[config.mk]
export PLATFORM = sky130hd
export DESIGN_NAME = onewire_fifo_tx
export DESIGN_NICKNAME = d
export VERILOG_FILES = /design/src/rtl/onewire_pkg.sv /design/src/rtl/onewire_slot_timer.sv /design/src/rtl/onewire_fifo_tx.sv
export SDC_FILE = /design/constraint.sdc
export NUM_CORES = 1
export LEC_CHECK = 0
export BUFFER_PORTS_ARGS = -buffer_cell sky130_fd_sc_hd__buf_2
export CORE_MARGIN = 5
export CORE_UTILIZATION = 55
export DETAILED_ROUTE_END_ITERATION = 16
export PLACE_DENSITY = 0.74
export SYNTH_ARGS = -nofsm -noshare
export SYNTH_HDL_FRONTEND = slang
export SYNTH_SLANG_ARGS = --single-unit
[constraint.sdc]
create_clock -name clock -period 2.9 [get_ports clock]
set_input_delay 0.58 -clock clock [delete_from_list [all_inputs] [get_ports clock]]
set_output_delay 0.58 -clock clock [all_outputs]
set_load 0.03 [all_outputs]
[src/rtl/onewire_pkg.sv]
// Shared 1-wire definitions: controller states, default bus timings in
// microseconds, and the microsecond-to-clock-tick conversion.
package onewire_pkg;

  typedef enum logic [2:0] {
    IDLE,
    RST_LOW,
    RST_WAIT,
    FETCH,
    LOAD,
    SLOT_LOW,
    SLOT_REC
  } ow_state_e;

  localparam int unsigned DEF_TICKS_PER_US     = 50;
  localparam int unsigned DEF_T_W1_LOW_US      = 6;
  localparam int unsigned DEF_T_W0_LOW_US      = 60;
  localparam int unsigned DEF_T_SLOT_US        = 70;
  localparam int unsigned DEF_T_RST_LOW_US     = 480;
  localparam int unsigned DEF_T_PRES_SAMPLE_US = 70;
  localparam int unsigned DEF_T_RST_REL_US     = 410;

  function automatic int unsigned us_to_ticks(input int unsigned us,
                                              input int unsigned ticks_per_us);
    return us * ticks_per_us;
  endfunction

endpackage

[src/rtl/onewire_slot_timer.sv]
// Loadable down-counter; done is high whenever the count has reached zero.
module onewire_slot_timer #(
  parameter int unsigned CNT_W = 16
) (
  input  logic             clock,
  input  logic             reset,
  input  logic             load,
  input  logic [CNT_W-1:0] load_val,
  output logic [CNT_W-1:0] count,
  output logic             done
);

  logic [CNT_W-1:0] count_q, count_d;

  always_comb begin
    count_d = count_q;
    if (load) begin
      count_d = load_val;
    end else if (count_q != '0) begin
      count_d = count_q - CNT_W'(1);
    end
  end

  always_ff @(posedge clock or negedge reset) begin
    if (!reset) begin
      count_q <= '0;
    end else begin
      count_q <= count_d;
    end
  end

  assign count = count_q;
  assign done  = (count_q == '0);

endmodule

[src/rtl/onewire_fifo_tx.sv]
// 1-wire transmitter: drains the byte FIFO LSB-first as write slots and runs
// bus reset / presence-detect sequences on request.
module onewire_fifo_tx
  import onewire_pkg::*;
#(
  parameter int unsigned TICKS_PER_US     = DEF_TICKS_PER_US,
  parameter int unsigned T_W1_LOW_US      = DEF_T_W1_LOW_US,
  parameter int unsigned T_W0_LOW_US      = DEF_T_W0_LOW_US,
  parameter int unsigned T_SLOT_US        = DEF_T_SLOT_US,
  parameter int unsigned T_RST_LOW_US     = DEF_T_RST_LOW_US,
  parameter int unsigned T_PRES_SAMPLE_US = DEF_T_PRES_SAMPLE_US,
  parameter int unsigned T_RST_REL_US     = DEF_T_RST_REL_US
) (
  input  logic       clock,
  input  logic       reset,
  input  logic       enable,
  input  logic       reset_req,
  input  logic       fifo_empty,
  output logic       fifo_rd,
  input  logic [7:0] fifo_data,
  input  logic       ow_in,
  output logic       ow_drive_low,
  output logic       busy,
  output logic       presence,
  output logic       byte_done
);

  localparam int unsigned CNT_W = $clog2(T_RST_LOW_US * TICKS_PER_US + 1);

  // Timer load values are one less than the duration: a state is left on the
  // cycle its count reaches zero.
  localparam logic [CNT_W-1:0] RST_LOW_LD = CNT_W'(us_to_ticks(T_RST_LOW_US, TICKS_PER_US) - 1);
  localparam logic [CNT_W-1:0] RST_REL_LD = CNT_W'(us_to_ticks(T_RST_REL_US, TICKS_PER_US) - 1);
  localparam logic [CNT_W-1:0] PRES_CNT   =
    CNT_W'(us_to_ticks(T_RST_REL_US - T_PRES_SAMPLE_US, TICKS_PER_US));
  localparam logic [CNT_W-1:0] W1_LOW_LD  = CNT_W'(us_to_ticks(T_W1_LOW_US, TICKS_PER_US) - 1);
  localparam logic [CNT_W-1:0] W0_LOW_LD  = CNT_W'(us_to_ticks(T_W0_LOW_US, TICKS_PER_US) - 1);
  localparam logic [CNT_W-1:0] W1_REC_LD  =
    CNT_W'(us_to_ticks(T_SLOT_US - T_W1_LOW_US, TICKS_PER_US) - 1);
  localparam logic [CNT_W-1:0] W0_REC_LD  =
    CNT_W'(us_to_ticks(T_SLOT_US - T_W0_LOW_US, TICKS_PER_US) - 1);

  ow_state_e        state_q, state_d;
  logic [7:0]       shift_q, shift_d;
  logic [2:0]       bit_cnt_q, bit_cnt_d;
  logic             presence_q, presence_d;
  logic             byte_done_q, byte_done_d;
  logic             ow_drive_low_q, ow_drive_low_d;
  logic             rd_c;
  logic             tmr_load;
  logic [CNT_W-1:0] tmr_val;
  logic [CNT_W-1:0] tmr_count;
  logic             tmr_done;

  onewire_slot_timer #(
    .CNT_W (CNT_W)
  ) u_timer (
    .clock    (clock),
    .reset    (reset),
    .load     (tmr_load),
    .load_val (tmr_val),
    .count    (tmr_count),
    .done     (tmr_done)
  );

  always_comb begin
    state_d     = state_q;
    shift_d     = shift_q;
    bit_cnt_d   = bit_cnt_q;
    presence_d  = presence_q;
    byte_done_d = 1'b0;
    rd_c        = 1'b0;
    tmr_load    = 1'b0;
    tmr_val     = '0;
    case (state_q)
      IDLE: begin
        if (reset_req) begin
          state_d  = RST_LOW;
          tmr_load = 1'b1;
          tmr_val  = RST_LOW_LD;
        end else if (enable && !fifo_empty) begin
          rd_c    = 1'b1;
          state_d = FETCH;
        end
      end
      RST_LOW: begin
        if (tmr_done) begin
          state_d  = RST_WAIT;
          tmr_load = 1'b1;
          tmr_val  = RST_REL_LD;
        end
      end
      RST_WAIT: begin
        if (tmr_count == PRES_CNT) begin
          presence_d = !ow_in;
        end
        if (tmr_done) begin
          state_d = IDLE;
        end
      end
      FETCH: state_d = LOAD;
      LOAD: begin
        shift_d   = fifo_data;
        bit_cnt_d = 3'd0;
        state_d   = SLOT_LOW;
        tmr_load  = 1'b1;
        tmr_val   = fifo_data[0] ? W1_LOW_LD : W0_LOW_LD;
      end
      SLOT_LOW: begin
        if (tmr_done) begin
          state_d  = SLOT_REC;
          tmr_load = 1'b1;
          tmr_val  = shift_q[0] ? W1_REC_LD : W0_REC_LD;
        end
      end
      SLOT_REC: begin
        if (tmr_done) begin
          shift_d   = shift_q >> 1;
          bit_cnt_d = bit_cnt_q + 3'd1;
          if (bit_cnt_q == 3'd7) begin
            byte_done_d = 1'b1;
            if (enable && !fifo_empty) begin
              rd_c    = 1'b1;
              state_d = FETCH;
            end else begin
              state_d = IDLE;
            end
          end else begin
            state_d  = SLOT_LOW;
            tmr_load = 1'b1;
            tmr_val  = shift_q[1] ? W1_LOW_LD : W0_LOW_LD;
          end
        end
      end
      default: state_d = IDLE;
    endcase
    // Pad enable follows the next state so it can be a plain flop output.
    ow_drive_low_d = (state_d == RST_LOW) || (state_d == SLOT_LOW);
  end

  always_ff @(posedge clock or negedge reset) begin
    if (!reset) begin
      state_q        <= IDLE;
      shift_q        <= '0;
      bit_cnt_q      <= '0;
      presence_q     <= 1'b0;
      byte_done_q    <= 1'b0;
      ow_drive_low_q <= 1'b0;
    end else begin
      state_q        <= state_d;
      shift_q        <= shift_d;
      bit_cnt_q      <= bit_cnt_d;
      presence_q     <= presence_d;
      byte_done_q    <= byte_done_d;
      ow_drive_low_q <= ow_drive_low_d;
    end
  end

  // The pop strobe is decoded from IDLE, so hold it off while reset is low.
  assign fifo_rd      = rd_c & reset;
  assign ow_drive_low = ow_drive_low_q;
  assign busy         = (state_q != IDLE);
  assign presence     = presence_q;
  assign byte_done    = byte_done_q;

endmodule
==> impl_metrics.py <==
metrics = {
    "die": {
        "die_area_sq_um": 4800,
        "row_count": 21,
        "io_pins": 19,
        "chipWidth_microns": 69.3,
        "start_util_pct": 57.4,
        "fp.coreArea_sq_um": 3360,
        "die_y_microns": 69.3,
    },
    "layout": {
        "fin_nets": 250,
        "area_delta_synth_final_pct": 11.4,
        "final_cells": 279,
        "diodes": 0,
        "drive_gt1_share_pct": 16.7,
    },
    "clock_network": {
        "cts_buffer_depth": 2,
        "numCtsBuffers": 5,
        "postCtsSetupRepairBufs": 0,
        "tritoncts": "yes",
        "cts_root_buf": "clkbuf_4",
        "htree_levels": 2,
        "clkTransAtPathRegs_ns": 0.11,
        "insertion_delay_ns": 0.34,
        "clkSinkCount": 32,
    },
    "drt": {
        "routed_via_density": 6.25,
        "vias": 1744,
        "wirelength_microns": 4840,
        "drt-initial-drc-count": 123,
        "drt_first_pass_iters": 4,
        "drt.antenna.violating_nets": 0,
        "wire_per_inst_microns": 17.3,
        "route.detailed.drc": 0,
    },
    "critical_path": {
        "critPathKind": "flip-flop to primary output",
        "crit_path_start_kind": "flip-flop",
        "crit_required_ns": 2.32,
        "critical-path-slowest-cell": "dfrtp_1",
        "crit_chain": "inv_1 -> ha_1 -> nor4b_4 -> nand2_2 -> nor2_2 -> a31oi_1 -> and3b_1 -> buf_2",
        "critPathCaptureType": "primary output",
        "critical-path-max-stage-delay_ns": 0.41,
        "cp_num_buf_inv": 2,
        "crit_family": "simple AND/OR/NAND/NOR gates",
        "worstPathMaxFanout": 5,
        "critical_path_arrival_ns": 2.20,
    },
    "global_routing": {
        "overflow": 0,
        "grtUsageTotal_pct": 21.3,
        "grt_pass1_vias": 1702,
        "grt_max_degree": 33,
        "antenna_found_initial": 0,
        "grt_pass1_wl_microns": 8270,
    },
    "pwr": {
        "power_w": 0.00200,
        "powerDensity_nw_per_um2": 927,
        "power_leakage_nw": 0.881,
        "peakVddDrop_mv": 0.499,
    },
    "sta": {
        "finalCriticalPeriod_ns": 2.78,
        "finalHoldViolCount": 0,
        "slew_headroom_pct": 52.8,
        "setup_viol": 0,
        "finalMaxSlewViolations": 0,
        "timing.fmax_ghz": 0.360,
        "tightestPinTransition_ns": 0.705,
        "finalClockSkew_ns": 0.0140,
        "finalCritPeriodShare_pct": 95.9,
    },
    "yosys": {
        "yosysMostFrequentCell": "dfrtp_1",
        "yosys.area.top_type": "dfrtp_1",
        "syn_area_per_cell_sq_um": 9.07,
        "yosys-top-cells-count": "dfrtp_1, nand2_1, o21ai_0",
        "synth_top_area_share_pct": 41.5,
        "yosysWarnings": 0,
        "synth-edff-count": 0,
        "syn-cell-area_sq_um": 1930,
        "synthTopCellsByArea": "dfrtp_1, o21ai_0, o22ai_1, a21oi_1, nand2_1",
        "synthCells": 213,
        "synth.distinct_cells": 49,
        "synth_flop_cell": "dfrtp_1",
        "ys_seq_area_share_pct": 41.5,
        "synth-seq-cells": 32,
        "async_reset_ff_share_pct": 100,
        "synthesis.nets": 231,
    },
    "placed_design": {
        "gp_congestion": 0.910,
        "place_inst": 271,
        "dp_hpwl_microns": 3460,
        "portBuffers": 18,
    },
    "flow_run": {
        "maxCapViolCount": 0,
    },
    "hold_path": {
        "hp-class": "input port to asynchronous set/reset pin",
    },
    "outcome": {
        "status": "finished, final reports clean",
    },
}
-- metrics by stage --
stage	util [%]	area, sq um	hold slack, ns	TNS (ns)	setup slack (ns)
after CTS	63.7	2140	0.276	0	0.0176
after global placement	61.4	2060	0.482	0	0.570
final	64.0	2150	0.289	0	0.119
after floorplan	-	1930	0.284	0	0.567
after global routing	64.0	2150	0.291	-0.00481	-0.00481
after detailed placement	61.4	2060	0.496	0	0.453
-- flip-flops by register name, summed over array words and instances, names as in the netlist --
name and flops:
u_timer.count 15, shift_q 8, bit_cnt_q 3, state_q 3, byte_done 1, ow_drive_low 1
presence 1
-- path summary, 6_finish.rpt --
check / start / endpoint / slack [ns] / depth (start not counted)
hold / removal: reset / u_timer.count[8]$_DFFE_PN0P_ / 0.29 / 2
setup / recovery: u_timer.count[0]$_DFFE_PN0P_ / fifo_rd / 0.12 / 8
hold reg to reg: presence$_DFFE_PN0P_ / presence$_DFFE_PN0P_ / 0.51 / 2
max in group asynchronous: reset / state_q[2]$_DFF_PN0_ / 2.31 / 2
setup reg to reg: u_timer.count[0]$_DFFE_PN0P_ / state_q[0]$_DFF_PN0_ / 0.56 / 7
min in group clock: ow_in / presence$_DFFE_PN0P_ / 0.40 / 2
-- kinds of logic (layout without fill, tap and decap cells) --
family	Yosys count	count (layout)	synth area share [%]
adder cells (fa/ha/maj)	4	4	2.59
buffers and inverters	14	34	2.91
AND/OR/NAND/NOR	76	76	24.0
flip-flops	32	32	41.5
XOR/XNOR	12	12	5.44
AO/OA/AOI/OAI	75	75	23.6
-- worst register-to-register path, cell delays in order, from the launching register on --
cell      delay, ns
dfrtp_1        0.41
inv_1          0.13
ha_1           0.19
nor4b_4        0.27
and2_0         0.44
nand2_1        0.38
a211oi_1       0.30
o21ai_0        0.11
-- layout make-up --
class	instances	area (sq um)
Multi-Input combinational cell	167	1090
Inverter	5	18.8
Sequential cell	32	801
Clock buffer	6	41.3
Fill cell	289	1210
Clock inverter	2	35.0
Tap cell	46	57.6
Timing Repair Buffer	21	113
-- cell usage in the layout (no fill, tap or decap), drive strengths merged, types with 5 or more instances in the layout --
cell,instances
dfrtp,32
o21ai,21
nand2,21
buf,21
a21oi,15
nor2,15
o22ai,13
nand3,8
xnor2,7
a31oi,6
clkbuf,6
nor4,6
a211oi,5
xor2,5
and2,5
-- report_power, final --
part,total (W),switching (W),internal (W)
sequential,0.000877,0.000269,0.000608
clock,0.000340,0.000159,0.000181
combinational,0.000778,0.000444,0.000334
-- routing by layer --
layer | global-route usage (%) | wire (microns) | vias up
met2 | 32.9 | 2310 | 64
met4 | 9.76 | 120 | 0
met5 | 0 | 0 | -
li1 | - | - | 838
met1 | 28.0 | 2110 | 827
met3 | 5.22 | 291 | 15
-- repair_timing --
action,CTS,global route
hold buffers,0,0
resized for setup,0,2
endpoints found under the setup margin,0,1
Note: power is estimated with default switching activity, not from simulation.
